**src/rtl/autosym_restriction_eval.sv**
```systemverilog
// autosym_restriction_eval: maps a full N_IN-bit input vector through a
// loadable XOR transform onto K reduced variables, then evaluates a loadable
// sum-of-products cube list on the reduced vector, one cube per cycle.
module autosym_restriction_eval #(
    parameter int unsigned N_IN      = 15,
    parameter int unsigned K         = 8,
    parameter int unsigned MAX_CUBES = 32
) (
    input  logic            clk,
    input  logic            rst,
    input  logic            cfg_we,
    input  logic [1:0]      cfg_sel,
    input  logic [4:0]      cfg_addr,
    input  logic [15:0]     cfg_data,
    output logic            busy,
    input  logic            in_valid,
    output logic            in_ready,
    input  logic [N_IN-1:0] in_x,
    output logic            out_valid,
    input  logic            out_ready,
    output logic            out_y
);

    localparam int unsigned IDX_W  = $clog2(MAX_CUBES);
    localparam int unsigned CNT_W  = IDX_W + 1;
    localparam int unsigned ROW_AW = (K > 1) ? $clog2(K) : 1;

    typedef enum logic [1:0] {
        IDLE  = 2'd0,
        XFORM = 2'd1,
        EVAL  = 2'd2,
        DONE  = 2'd3
    } state_t;

    state_t            state_q;

    // Programmable tables
    logic [N_IN-1:0]   rows_q [K];
    logic [K-1:0]      care_q [MAX_CUBES];
    logic [K-1:0]      val_q  [MAX_CUBES];
    logic [CNT_W-1:0]  count_q;

    // Datapath registers
    logic [N_IN-1:0]   x_q;
    logic [K-1:0]      z_q;
    logic [IDX_W-1:0]  idx_q;

    logic [K-1:0]      z_next_c;
    logic              cube_hit_c;
    logic              cube_last_c;
    logic [5:0]        cnt_raw_c;
    logic [CNT_W-1:0]  cnt_clamped_c;

    // Reduced vector: each z bit is the parity of x masked by its transform row
    always_comb begin
        z_next_c = '0;
        for (int i = 0; i < K; i++) begin
            z_next_c[i] = ^(x_q & rows_q[i]);
        end
    end

    // Cube match on the current index and end-of-list detection
    always_comb begin
        cube_hit_c  = (((z_q ^ val_q[idx_q]) & care_q[idx_q]) == '0);
        cube_last_c = (CNT_W'(idx_q) == (count_q - CNT_W'(1)));
    end

    // Cube count write payload, saturated at the table depth
    always_comb begin
        cnt_raw_c = cfg_data[5:0];
        if (32'(cnt_raw_c) > MAX_CUBES) begin
            cnt_clamped_c = CNT_W'(MAX_CUBES);
        end else begin
            cnt_clamped_c = CNT_W'(cnt_raw_c);
        end
    end

    // Configuration tables; writes land only while idle, dropped otherwise
    always_ff @(posedge clk) begin
        if (rst) begin
            for (int i = 0; i < K; i++) begin
                rows_q[i] <= '0;
            end
            for (int j = 0; j < MAX_CUBES; j++) begin
                care_q[j] <= '0;
                val_q[j]  <= '0;
            end
            count_q <= '0;
        end else if (cfg_we && (state_q == IDLE)) begin
            case (cfg_sel)
                2'd0: begin
                    if (32'(cfg_addr) < K) begin
                        rows_q[cfg_addr[ROW_AW-1:0]] <= cfg_data[N_IN-1:0];
                    end
                end
                2'd1: begin
                    care_q[cfg_addr[IDX_W-1:0]] <= cfg_data[K-1:0];
                    val_q[cfg_addr[IDX_W-1:0]]  <= cfg_data[2*K-1:K];
                end
                2'd2: begin
                    count_q <= cnt_clamped_c;
                end
                default: begin
                end
            endcase
        end
    end

    // Evaluation FSM with registered handshake outputs
    always_ff @(posedge clk) begin
        if (rst) begin
            state_q   <= IDLE;
            out_valid <= 1'b0;
            out_y     <= 1'b0;
            busy      <= 1'b0;
            in_ready  <= 1'b1;
            x_q       <= '0;
            z_q       <= '0;
            idx_q     <= '0;
        end else begin
            case (state_q)
                IDLE: begin
                    if (in_valid) begin
                        x_q      <= in_x;
                        state_q  <= XFORM;
                        busy     <= 1'b1;
                        in_ready <= 1'b0;
                    end
                end
                XFORM: begin
                    z_q   <= z_next_c;
                    idx_q <= '0;
                    if (count_q == '0) begin
                        out_y     <= 1'b0;
                        out_valid <= 1'b1;
                        state_q   <= DONE;
                    end else begin
                        state_q <= EVAL;
                    end
                end
                EVAL: begin
                    if (cube_hit_c) begin
                        out_y     <= 1'b1;
                        out_valid <= 1'b1;
                        state_q   <= DONE;
                    end else if (cube_last_c) begin
                        out_y     <= 1'b0;
                        out_valid <= 1'b1;
                        state_q   <= DONE;
                    end else begin
                        idx_q <= idx_q + IDX_W'(1);
                    end
                end
                DONE: begin
                    if (out_ready) begin
                        out_valid <= 1'b0;
                        busy      <= 1'b0;
                        in_ready  <= 1'b1;
                        state_q   <= IDLE;
                    end
                end
                default: begin
                    state_q <= IDLE;
                end
            endcase
        end
    end

endmodule

```
**config.mk**
```make
export PLATFORM = sky130hd
export DESIGN_NAME = autosym_restriction_eval
export DESIGN_NICKNAME = d
export VERILOG_FILES = /design/src/rtl/autosym_restriction_eval.sv
export SDC_FILE = /design/constraint.sdc
export NUM_CORES = 1
export LEC_CHECK = 0
export CORE_MARGIN = 4
export CORE_UTILIZATION = 30
export CTS_BUF_LIST = sky130_fd_sc_hd__clkbuf_8 sky130_fd_sc_hd__clkbuf_16
export DETAILED_ROUTE_END_ITERATION = 10
export SETUP_SLACK_MARGIN = 0.3
export SYNTH_ARGS = -nofsm -noshare
export SYNTH_HDL_FRONTEND = slang
export SYNTH_SLANG_ARGS = --single-unit
```
**constraint.sdc**
```tcl
create_clock -name clk -period 3.6 [get_ports clk]
set_clock_uncertainty 0.05 [all_clocks]
set_input_delay 1.08 -clock clk [delete_from_list [all_inputs] [get_ports clk]]
set_output_delay 1.08 -clock clk [all_outputs]
set_load 0.01 [all_outputs]
```
==> impl_metrics.env, run 1 <==
export IMPL_clkTransAtPathRegs_ps=60
export IMPL_power_density_nw_per_um2=509
export IMPL_setup_worst_path_start_class="register"
export IMPL_slew_headroom=0.305
export IMPL_wl_met1_um=36800
export IMPL_avgSynthCellArea_um2=13.8
export IMPL_end_kind="register"
export IMPL_hold_end="busy$_SDFFE_PP0P_"
export IMPL_slew_violations=0
export IMPL_r2r_end="idx_q[1]$_SDFFE_PP0P_"
export IMPL_wl_met3_um=6610
export IMPL_first_pass_iters=7
export IMPL_drt_iter0_markers=1780
export IMPL_synth_cell_types=54
export IMPL_h_tree_depth=3
export IMPL_clock_path_buffers=3
export IMPL_coreArea_um2=104000
export IMPL_grt_total_usage=0.156
export IMPL_num_nets_final=2481
export IMPL_dp_cells=3701
export IMPL_grt_pass1_wl_um=129000
export IMPL_whs_ps=474
export IMPL_critPathKind="register to register"
export IMPL_insertion_delay_ps=620
export IMPL_port_buffers=46
export IMPL_whs_path_depth=2
export IMPL_grt_max_degree=46
export IMPL_status="finished clean"
export IMPL_path_delay_family="compound AO/OA/AOI/OAI gates"
export IMPL_fill_cells=9896
export IMPL_highest_layer="met4"
export IMPL_multi_input_area_um2=11200
export IMPL_hold_path_class="register to register"
export IMPL_rrSetupSlack_ps=8
export IMPL_grt_setup_unrepaired="yes"
export IMPL_worst_path_buf_inv=2
export IMPL_synth_area_top_cells="edfxtp_1 60%, and2_1 13%, mux4_2 9.9%, dfxtp_1 2.8%, xnor2_1 2.7%"
export IMPL_synth_commonest_cells="636 x and2_1, 632 x edfxtp_1, 179 x nand2_1"
export IMPL_drc=0
export IMPL_antenna_found_initial=4
export IMPL_viasPerCell=4.91
export IMPL_ys_seq_area_frac=0.627
export IMPL_synth_top_area_cell="edfxtp_1"
export IMPL_synthCells=2298
export IMPL_p_leak_nw=13.3
export IMPL_critPathArrivalTime_ps=4090
export IMPL_tightest_slew_ps=1040
export IMPL_synth_warnings=0
export IMPL_ys_seq_elements=677
export IMPL_synth_edff_count=632
export IMPL_placed_area_um2=34700
export IMPL_vias=19000
export IMPL_path_cells="buf_4, mux4_2, a22oi_2, a21oi_1, o21ai_0, o2111ai_2, nor4_4, buf_4, or3_4, mux2_2, a21oi_1"
export IMPL_wl_met2_um=42700
export IMPL_die_area_um2=111000
export IMPL_cts_buffers=72
export IMPL_cts_tree="yes"
export IMPL_post_dp_hpwl_um=54400
export IMPL_yosysMostFrequentCell="and2_1"
export IMPL_pre_cts_ws_ps=-303
export IMPL_synth_async_reset_ratio=0
export IMPL_hold_path_startpoint="busy$_SDFFE_PP0P_"
export IMPL_critical_path_required_ps=4100
export IMPL_synth_top_flop_cell="edfxtp_1"
export IMPL_r2r_cells=11
export IMPL_min_period_ps=3590
export IMPL_p_total_mw=19.3
export IMPL_area_growth_synth_to_final_pct=19.6
export IMPL_clkSinkCount=677
export IMPL_cts_root_buf="clkbuf_16"
export IMPL_layout_drive_gt1_share=0.203
export IMPL_setup_viol=0
export IMPL_synth_area_um2=31700
export IMPL_worst_slack_ps=8.02
export IMPL_peakVddDrop_mv=0.387
export IMPL_period_share=0.998
export IMPL_grt_ovfl_total=0
export IMPL_rows=118
export IMPL_die_x_um=333
export IMPL_hold_viol_final=0
export IMPL_finalInstanceArea_um2=37900
export IMPL_timing_fmax_ghz=0.278
export IMPL_routedWlPerCell_um=22.8
export IMPL_antenna_left=0
export IMPL_initial_core_util=0.304
export IMPL_max_stage_delay_ps=580
export IMPL_seq_area_um2=19900
export IMPL_routed_wl_um=88500
export IMPL_dieHeight_um=333
export IMPL_io_pins=47
export IMPL_grt_pass1_vias=19300
export IMPL_max_cap_violations=0
export IMPL_cp_slowest_cell="mux4_2"
export IMPL_crit_fanout=11
export IMPL_fin_cells=3876
export IMPL_synth_top_area_frac=0.599
export IMPL_setup_tns_ps=0
export IMPL_utilization=0.363
export IMPL_syn_nets=2347
export IMPL_gp_congestion=0.832
## worst register-to-register path: cells and delay by family (launching register included)
family,cells,cell delay (ps)
muxes,2,960
AOI/OAI and AO/OA,5,950
and+or+nand+nor,2,550
DFF,1,510
buffers and inverters,2,490
## flip-flops by register name, summed over array words and instances, names as in the netlist, named ones only
signal / count
care_q: 256
val_q: 256
busy: 1
state_q: 2
in_ready: 1
z_q: 8
x_q: 15
idx_q: 5
count_q: 6
out_y: 1
rows_q: 120
out_valid: 1
## kinds of logic after synthesis
kind of cell	synth area share
xor+xnor	0.0340
mux	0.109
fa+ha+maj	0.00237
simple gates	0.175
compound gates	0.0259
flops	0.627
buf+inv	0.0269
## layer usage
layer	GRT usage	vias up
met2	0.261	775
met4	0.0439	0
met1	0.209	9661
met5	0	-
met3	0.0293	144
li1	-	8454
## worst max-delay path by stage
stage	start	end	slack [ps]	cells after the start
2_1_floorplan	cfg_we	care_q[15][0]$_SDFFCE_PN0P_	210	5
3_3_place_gp	register	register	-360	12
3_5_place_dp	register	register	-300	11
4_1_cts	register	idx_q[4]$_SDFFE_PP0P_	130	11
5_1_grt	register	idx_q[4]$_SDFFE_PP0P_	-40	12
6_report	register	idx_q[1]$_SDFFE_PP0P_	8	11
## area by class of cell
class	count	area share
Sequential cell	677	0.525
Tap cell	1380	0.0456
Multi-Input combinational cell	1418	0.296
Clock buffer	80	0.0517
Inverter	19	0.00188
Clock inverter	52	0.0106
Timing Repair Buffer	244	0.0686
Antenna cell	6	0.000396
## where the power goes
| group | total, mW | switching, mW | internal, mW |
|---|---|---|---|
| sequential | 9.24 | 0.325 | 8.91 |
| combinational | 2.60 | 1.47 | 1.13 |
| clock | 7.44 | 3.11 | 4.33 |
## repair_timing
| item | in CTS | in global routing |
|---|---|---|
| cloned | 3 | 1 |
| setup endpoints to repair | 14 | 14 |
| hold buffers | 0 | 0 |
| pin swaps | 11 | 9 |
| buffers inserted | 26 | 7 |
| gates resized for setup | 45 | 23 |
## placed cells by master, fill, tap and decap left out, drive strengths merged, types with 3 or more instances in the layout
master	n
nand2b	11
nor2b	10
o21ai	48
a21oi	39
dfxtp	45
and3	5
mux2i	22
o311ai	6
xnor2	96
clkdlybuf4s50	35
xor2	27
inv	34
clkinv	26
nand2	179
bufinv	6
o31ai	5
and2	636
nor4bb	3
nand3	31
nor3b	16
buf	208
mux2	8
ha	6
clkbuf	81
or2	3
diode	6
mux4	139
o31a	6
clkinvlp	5
nor2	71
a22oi	9
o211a	3
nor4	3
edfxtp	632
nor3	9
nand3b	5
Power figures use the tool's default switching activity.
==> inputs of run 2 (changes only) <==
--- a/config.mk
+++ b/config.mk
@@ -5,8 +5,9 @@
 export SDC_FILE = /design/constraint.sdc
 export NUM_CORES = 1
 export LEC_CHECK = 0
+export ABC_CLOCK_PERIOD_IN_PS = 3600
 export CORE_MARGIN = 4
-export CORE_UTILIZATION = 30
+export CORE_UTILIZATION = 34
 export CTS_BUF_LIST = sky130_fd_sc_hd__clkbuf_8 sky130_fd_sc_hd__clkbuf_16
 export DETAILED_ROUTE_END_ITERATION = 10
 export SETUP_SLACK_MARGIN = 0.3
==> impl_metrics.env, run 2 (same netlist as run 1, synthesis figures left out) <==
export IMPL_finalInstanceArea_um2=37400
export IMPL_timing_fmax_ghz=0.278
export IMPL_antenna_left=0
export IMPL_grt_setup_unrepaired="yes"
export IMPL_grt_pass1_wl_um=128000
export IMPL_power_density_nw_per_um2=510
export IMPL_routedWlPerCell_um=23.1
export IMPL_max_stage_delay_ps=490
export IMPL_setup_viol=0
export IMPL_pre_cts_ws_ps=-121
export IMPL_min_period_ps=3600
export IMPL_r2r_cells=12
export IMPL_p_leak_nw=13.3
export IMPL_slew_headroom=0.358
export IMPL_path_cells="buf_12, buf_6, mux4_2, nand2b_4, mux4_2, mux2_2, o211a_1, nor4bb_4, buf_4, or3_4, o211a_1, o31a_1"
export IMPL_num_nets_final=2483
export IMPL_die_area_um2=98100
export IMPL_layout_drive_gt1_share=0.191
export IMPL_grt_ovfl_total=0
export IMPL_gp_congestion=0.883
export IMPL_layout_commonest_cell="and2_1"
export IMPL_area_growth_synth_to_final_pct=17.9
export IMPL_clkTransAtPathRegs_ps=50
export IMPL_vias=18800
export IMPL_cts_buffers=72
export IMPL_viasPerCell=5.02
export IMPL_first_pass_iters=5
export IMPL_cp_slowest_cell="mux4_2"
export IMPL_hold_path_startpoint="count_q[5]$_SDFFE_PP0P_"
export IMPL_seq_area_um2=19900
export IMPL_top_regs="care_q (256), val_q (256), rows_q (120)"
export IMPL_rows=111
export IMPL_io_pins=47
export IMPL_path_delay_family="multiplexers"
export IMPL_routed_wl_um=86500
export IMPL_cts_root_buf="clkbuf_16"
export IMPL_drc=0
export IMPL_critPathKind="register to register"
export IMPL_worst_path_buf_inv=3
export IMPL_whs_path_depth=2
export IMPL_end_kind="register"
export IMPL_grt_max_degree=43
export IMPL_critPathArrivalTime_ps=4030
export IMPL_max_cap_violations=0
export IMPL_cts_tree="yes"
export IMPL_dieHeight_um=313
export IMPL_hold_end="count_q[5]$_SDFFE_PP0P_"
export IMPL_drt_iter0_markers=1932
export IMPL_final_cell_mix="636 x and2_1, 632 x edfxtp_1, 179 x nand2_1, 160 x buf_4, 139 x mux4_2"
export IMPL_hold_path_class="register to register"
export IMPL_cts_hold_buf=0
export IMPL_tightest_slew_ps=963
export IMPL_grt_total_usage=0.176
export IMPL_status="finished clean"
export IMPL_critical_path_required_ps=4040
export IMPL_coreArea_um2=92100
export IMPL_multi_input_area_um2=11000
export IMPL_port_buffers=46
export IMPL_hold_viol_final=0
export IMPL_post_dp_hpwl_um=54700
export IMPL_peakVddDrop_mv=0.336
export IMPL_slew_violations=0
export IMPL_grt_pass1_vias=19100
export IMPL_clkSinkCount=677
export IMPL_setup_worst_path_start_class="register"
export IMPL_clock_path_buffers=3
export IMPL_period_share=0.999
export IMPL_insertion_delay_ps=600
export IMPL_die_x_um=313
export IMPL_h_tree_depth=3
export IMPL_fill_cells=8457
export IMPL_antenna_found_initial=8
export IMPL_placed_area_um2=34700
export IMPL_worst_slack_ps=4.52
export IMPL_utilization=0.406
export IMPL_rrSetupSlack_ps=5
export IMPL_crit_fanout=6
export IMPL_initial_core_util=0.344
==> run 2: cell count changes in the layout (fill, tap and decap cells not counted), sizes merged, moves of 2 or more <==
cell           delta
inv               +3
buf               -4
clkdlybuf4s50     +5
clkinvlp          -3
diode             -3
clkinv            -2
==> run 2: worst register-to-register path, delay by kind of cell (launching register included) <==
kind | cells | cell delay, ps
buf+inv | 3 | 470
flops | 1 | 420
mux | 3 | 1190
compound gates | 3 | 660
simple gates | 3 | 710
==> run 2: worst max-delay path by stage <==
stage	slack, ps	startpoint	cells past startpoint	end
global route	-80	register	15	idx_q[2]$_SDFFE_PP0P_
finish	5	register	12	register
floorplan	210	cfg_we	5	care_q[15][0]$_SDFFCE_PN0P_
CTS	30	register	12	register
detailed placement	-120	register	11	idx_q[2]$_SDFFE_PP0P_
global placement	-140	register	12	register
==> run 2: final cells by class <==
cell class / count / area share
clock buffers: 80 / 0.0521
multi-input cells: 1418 / 0.296
well taps: 1243 / 0.0416
flip-flops and latches: 677 / 0.532
inverters: 19 / 0.00191
repair buffers: 246 / 0.0652
diodes: 3 / 0.000201
clock inverters: 51 / 0.0110
==> run 2: per-stage QoR <==
step / std cells / TNS (ps) / power, mW / hold WS [ps]
floorplan: 2298 / 0 / 10.7 / 412
detailed placement: 3583 / -1050 / 11.7 / 451
finish: 3737 / 0 / 19.1 / 466
CTS: 3722 / 0 / 19.2 / 462
global placement: 3583 / -968 / 11.7 / 433
global route: 3734 / -696 / 19.8 / 501
==> run 2: metal layers <==
| layer | routed length [um] | GRT usage | vias to the layer above |
|---|---|---|---|
| met3 | 7090 | 0.0344 | 121 |
| met4 | 2470 | 0.0550 | 4 |
| met2 | 41500 | 0.288 | 691 |
| met1 | 35400 | 0.237 | 9502 |
| li1 | - | - | 8452 |
| met5 | 24 | 0 | - |
==> run 2: where the power goes <==
group | switching (mW) | total (mW) | leakage (nW) | internal [mW]
Combinational | 1.34 | 2.39 | 5.18 | 1.04
Clock | 3.05 | 7.42 | 1.22 | 4.37
Sequential | 0.343 | 9.26 | 6.89 | 8.91
==> run 2: what timing repair did <==
item                       in CTS  in global routing
setup buffers                   8                 11
cloned                          0                  1
pin swaps                       1                  1
gates resized for setup         8                  6
setup endpoints to repair      14                 14
==> RTL change: new RTL, flow settings as in run 2 <==
`MAX_CUBES`: 32 -> 16.
--- a/src/rtl/autosym_restriction_eval.sv
+++ b/src/rtl/autosym_restriction_eval.sv
@@ -5,5 +5,5 @@
     parameter int unsigned N_IN      = 15,
     parameter int unsigned K         = 8,
-    parameter int unsigned MAX_CUBES = 32
+    parameter int unsigned MAX_CUBES = 16
 ) (
     input  logic            clk,
Behaviour: same outputs for any inputs over 4 cycles, from zero or initial values and one cycle with rst high; that may be too few to reach the edited logic, so the function may still have changed.
==> RTL change against run 2 <==
  * First-iteration DRC count down 37%
  * Die area decreased by 35%
  * Global-route usage shrank 1.1 points
  * Power shrank 36%
  * Wire length down 38%
  * Setup slack improved by 0.46 ns
  * Area after synthesis decreased by 36%
  * Combinational power decreased by 26%
  * Sequential cell count shrank 259
  * Clock power down 38%
  * Final area down 37%
  * Highest routed layer is now met4
==> RTL change: results (changes against run 2) <==
| Metric | Value |
|---|---|
| Status | `completed` |
| Port-buffer cells | `46 (unchanged)` |
| Async set-or-reset flop fraction in the synthesized netlist | `0% (unchanged)` |
| WL final | `53.2 mm (-38%)` |
| Drt via density | `5.00 (-0.51%)` |
| Aggregate global-route resource usage | `16.5% (-1.1 points)` |
| Layout cell share with drive strength beyond 1 | `10.6% (-8.4 points)` |
| Placed cell area | `21900 um^2 (-37%)` |
| Syn nets | `1685 (-28%)` |
| Total number of vias | `12.6k (-33%)` |
| Root Driver | `clkbuf_16` |
| Clock Path Buffers | `3 (unchanged)` |
| Synthesized area per cell | `12.4 um^2 (-10%)` |
| Worst stage delay on the critical path | `0.54 ns (+0.05 ns)` |
| Net Sw Power | `3280 uW (-31%)` |
| Met1 Use GR | `22.0% (-1.7 points)` |
| Leak | `0.00820 uW (-38%)` |
| R2r setup slk | `0.46 ns (+0.46 ns)` |
| Worst Hold Launch | `count_q[1]` |
| Postcts setup bufs | `0 (-8)` |
| CTS buffer count | `45 (-38%)` |
| Slowest CP cell | `or4_4` |
| Top Registers | `care_q x128, val_q x128, rows_q x120` |
| Initial antenna violation count | `4 (-4)` |
| WL met3 | `3.38 mm (-52%)` |
| Number of synthesized flops with an enable pin | `376 (-41%)` |
| Post-DP HPWL | `32.8 mm (-40%)` |
| VDD IR max | `0.366 mV (+8.8%)` |
| Routed met1 length | `22.4 mm (-37%)` |
| Largest cells by area after synthesis | `edfxtp_1, and2_1, xnor2_1, dfxtp_1, nand2_1` |
| DR iter-0 viols | `1217 (-37%)` |
| Nets | `1754 (-29%)` |
| Largest net degree at the start of global routing | `49 (+14%)` |
| H-tree depth | `2 (-1)` |
| Tightest Pin Transition | `1.02 ns (+0.0583 ns)` |
| Clock-pin slew on the worst setup and hold paths | `~0.06 ns` |
| Pre-CTS setup slack | `0.195 ns (+0.316 ns)` |
| Vias in the first global route | `12.4k (-35%)` |
| Reg2reg path depth | `9 (-3)` |
| Placed cells | `2431 (-32%)` |
| First-pass GRT wire length | `78.7 mm (-38%)` |
| CP arrival | `3.58 ns (-0.45 ns)` |
| Met2 wire length | `26.4 mm (-36%)` |
| Hold EP | `count_q[1]` |
| Met3 usage | `2.48% (-0.95 points)` |
| Layout filler cell count | `5494 (-35%)` |
| Met2 Use GR | `28.5% (-0.30 points)` |
| Top sig layer | `met4` |
| Final period util | `87.2% (-13 points)` |
| Synth unique cells | `68 (+26%)` |
| Commonest cells in the netlist | `and2_1, edfxtp_1, nand2_1` |
| Min Hold Slack | `0.435 ns (-0.0309 ns)` |
| Top delay family on crit path | `simple AND/OR/NAND/NOR gates` |
| Max FO, Critical Path | `48 (+42)` |
| Register area share after synthesis | `60.0% (-2.7 points)` |
| Routability Congestion | `0.815 (-7.7%)` |
[RTL change: changes by cell type in the layout (fill, tap and decap cells not counted), moves of 11 or more]
cell,delta
edfxtp_1,-256
mux4_2,-127
nor3b_1,-11
clkbuf_16,-31
mux4_1,+24
xor2_1,+11
o21ai_1,-13
nand3_1,-13
nor2_1,-17
and2_1,-258
buf_4,-73
buf_12,-33
mux2i_1,+24
[RTL change: final cells by class]
| type | count | area [um^2] | area share [%] |
|---|---|---|---|
| Antenna cell | 1 | 2.50 | 0.0107 |
| Clock buffer | 45 | 1130 | 4.82 |
| Clock inverter | 35 | 334 | 1.43 |
| Inverter | 19 | 71.3 | 0.305 |
| Multi-Input combinational cell | 1084 | 7530 | 32.2 |
| Sequential cell | 418 | 12100 | 52.0 |
| Tap cell | 773 | 967 | 4.14 |
| Timing Repair Buffer | 137 | 1190 | 5.11 |
[RTL change: power groups by stage]
| stage | sequential [uW] | clock, uW | combinational [uW] |
|---|---|---|---|
| floorplan | 5710 | 0 | 1260 |
| CTS | 5860 | 4700 | 1760 |
| finish | 5860 | 4610 | 1770 |
| detailed placement | 5960 | 0 | 1750 |
| global placement | 5950 | 0 | 1720 |
| global route | 5880 | 4890 | 1910 |
[RTL change: cell families (layout without fill, tap and decap cells)]
kind of cell	Yosys count	count (layout)	share of synthesized area (%)
multiplexers	86	86	6.98
flip-flops	418	418	60.0
AND/OR/NAND/NOR	718	718	19.5
other	0	1	0
buffers and inverters	134	236	2.88
adder cells (fa/ha/maj)	6	6	0.371
AO/OA/AOI/OAI	138	138	4.35
XOR/XNOR	136	136	5.89
[RTL change: what timing repair did]
item                       in CTS  in global routing
pin swaps                       0                  0
gates resized for setup         1                  5
setup endpoints to repair       2                 11
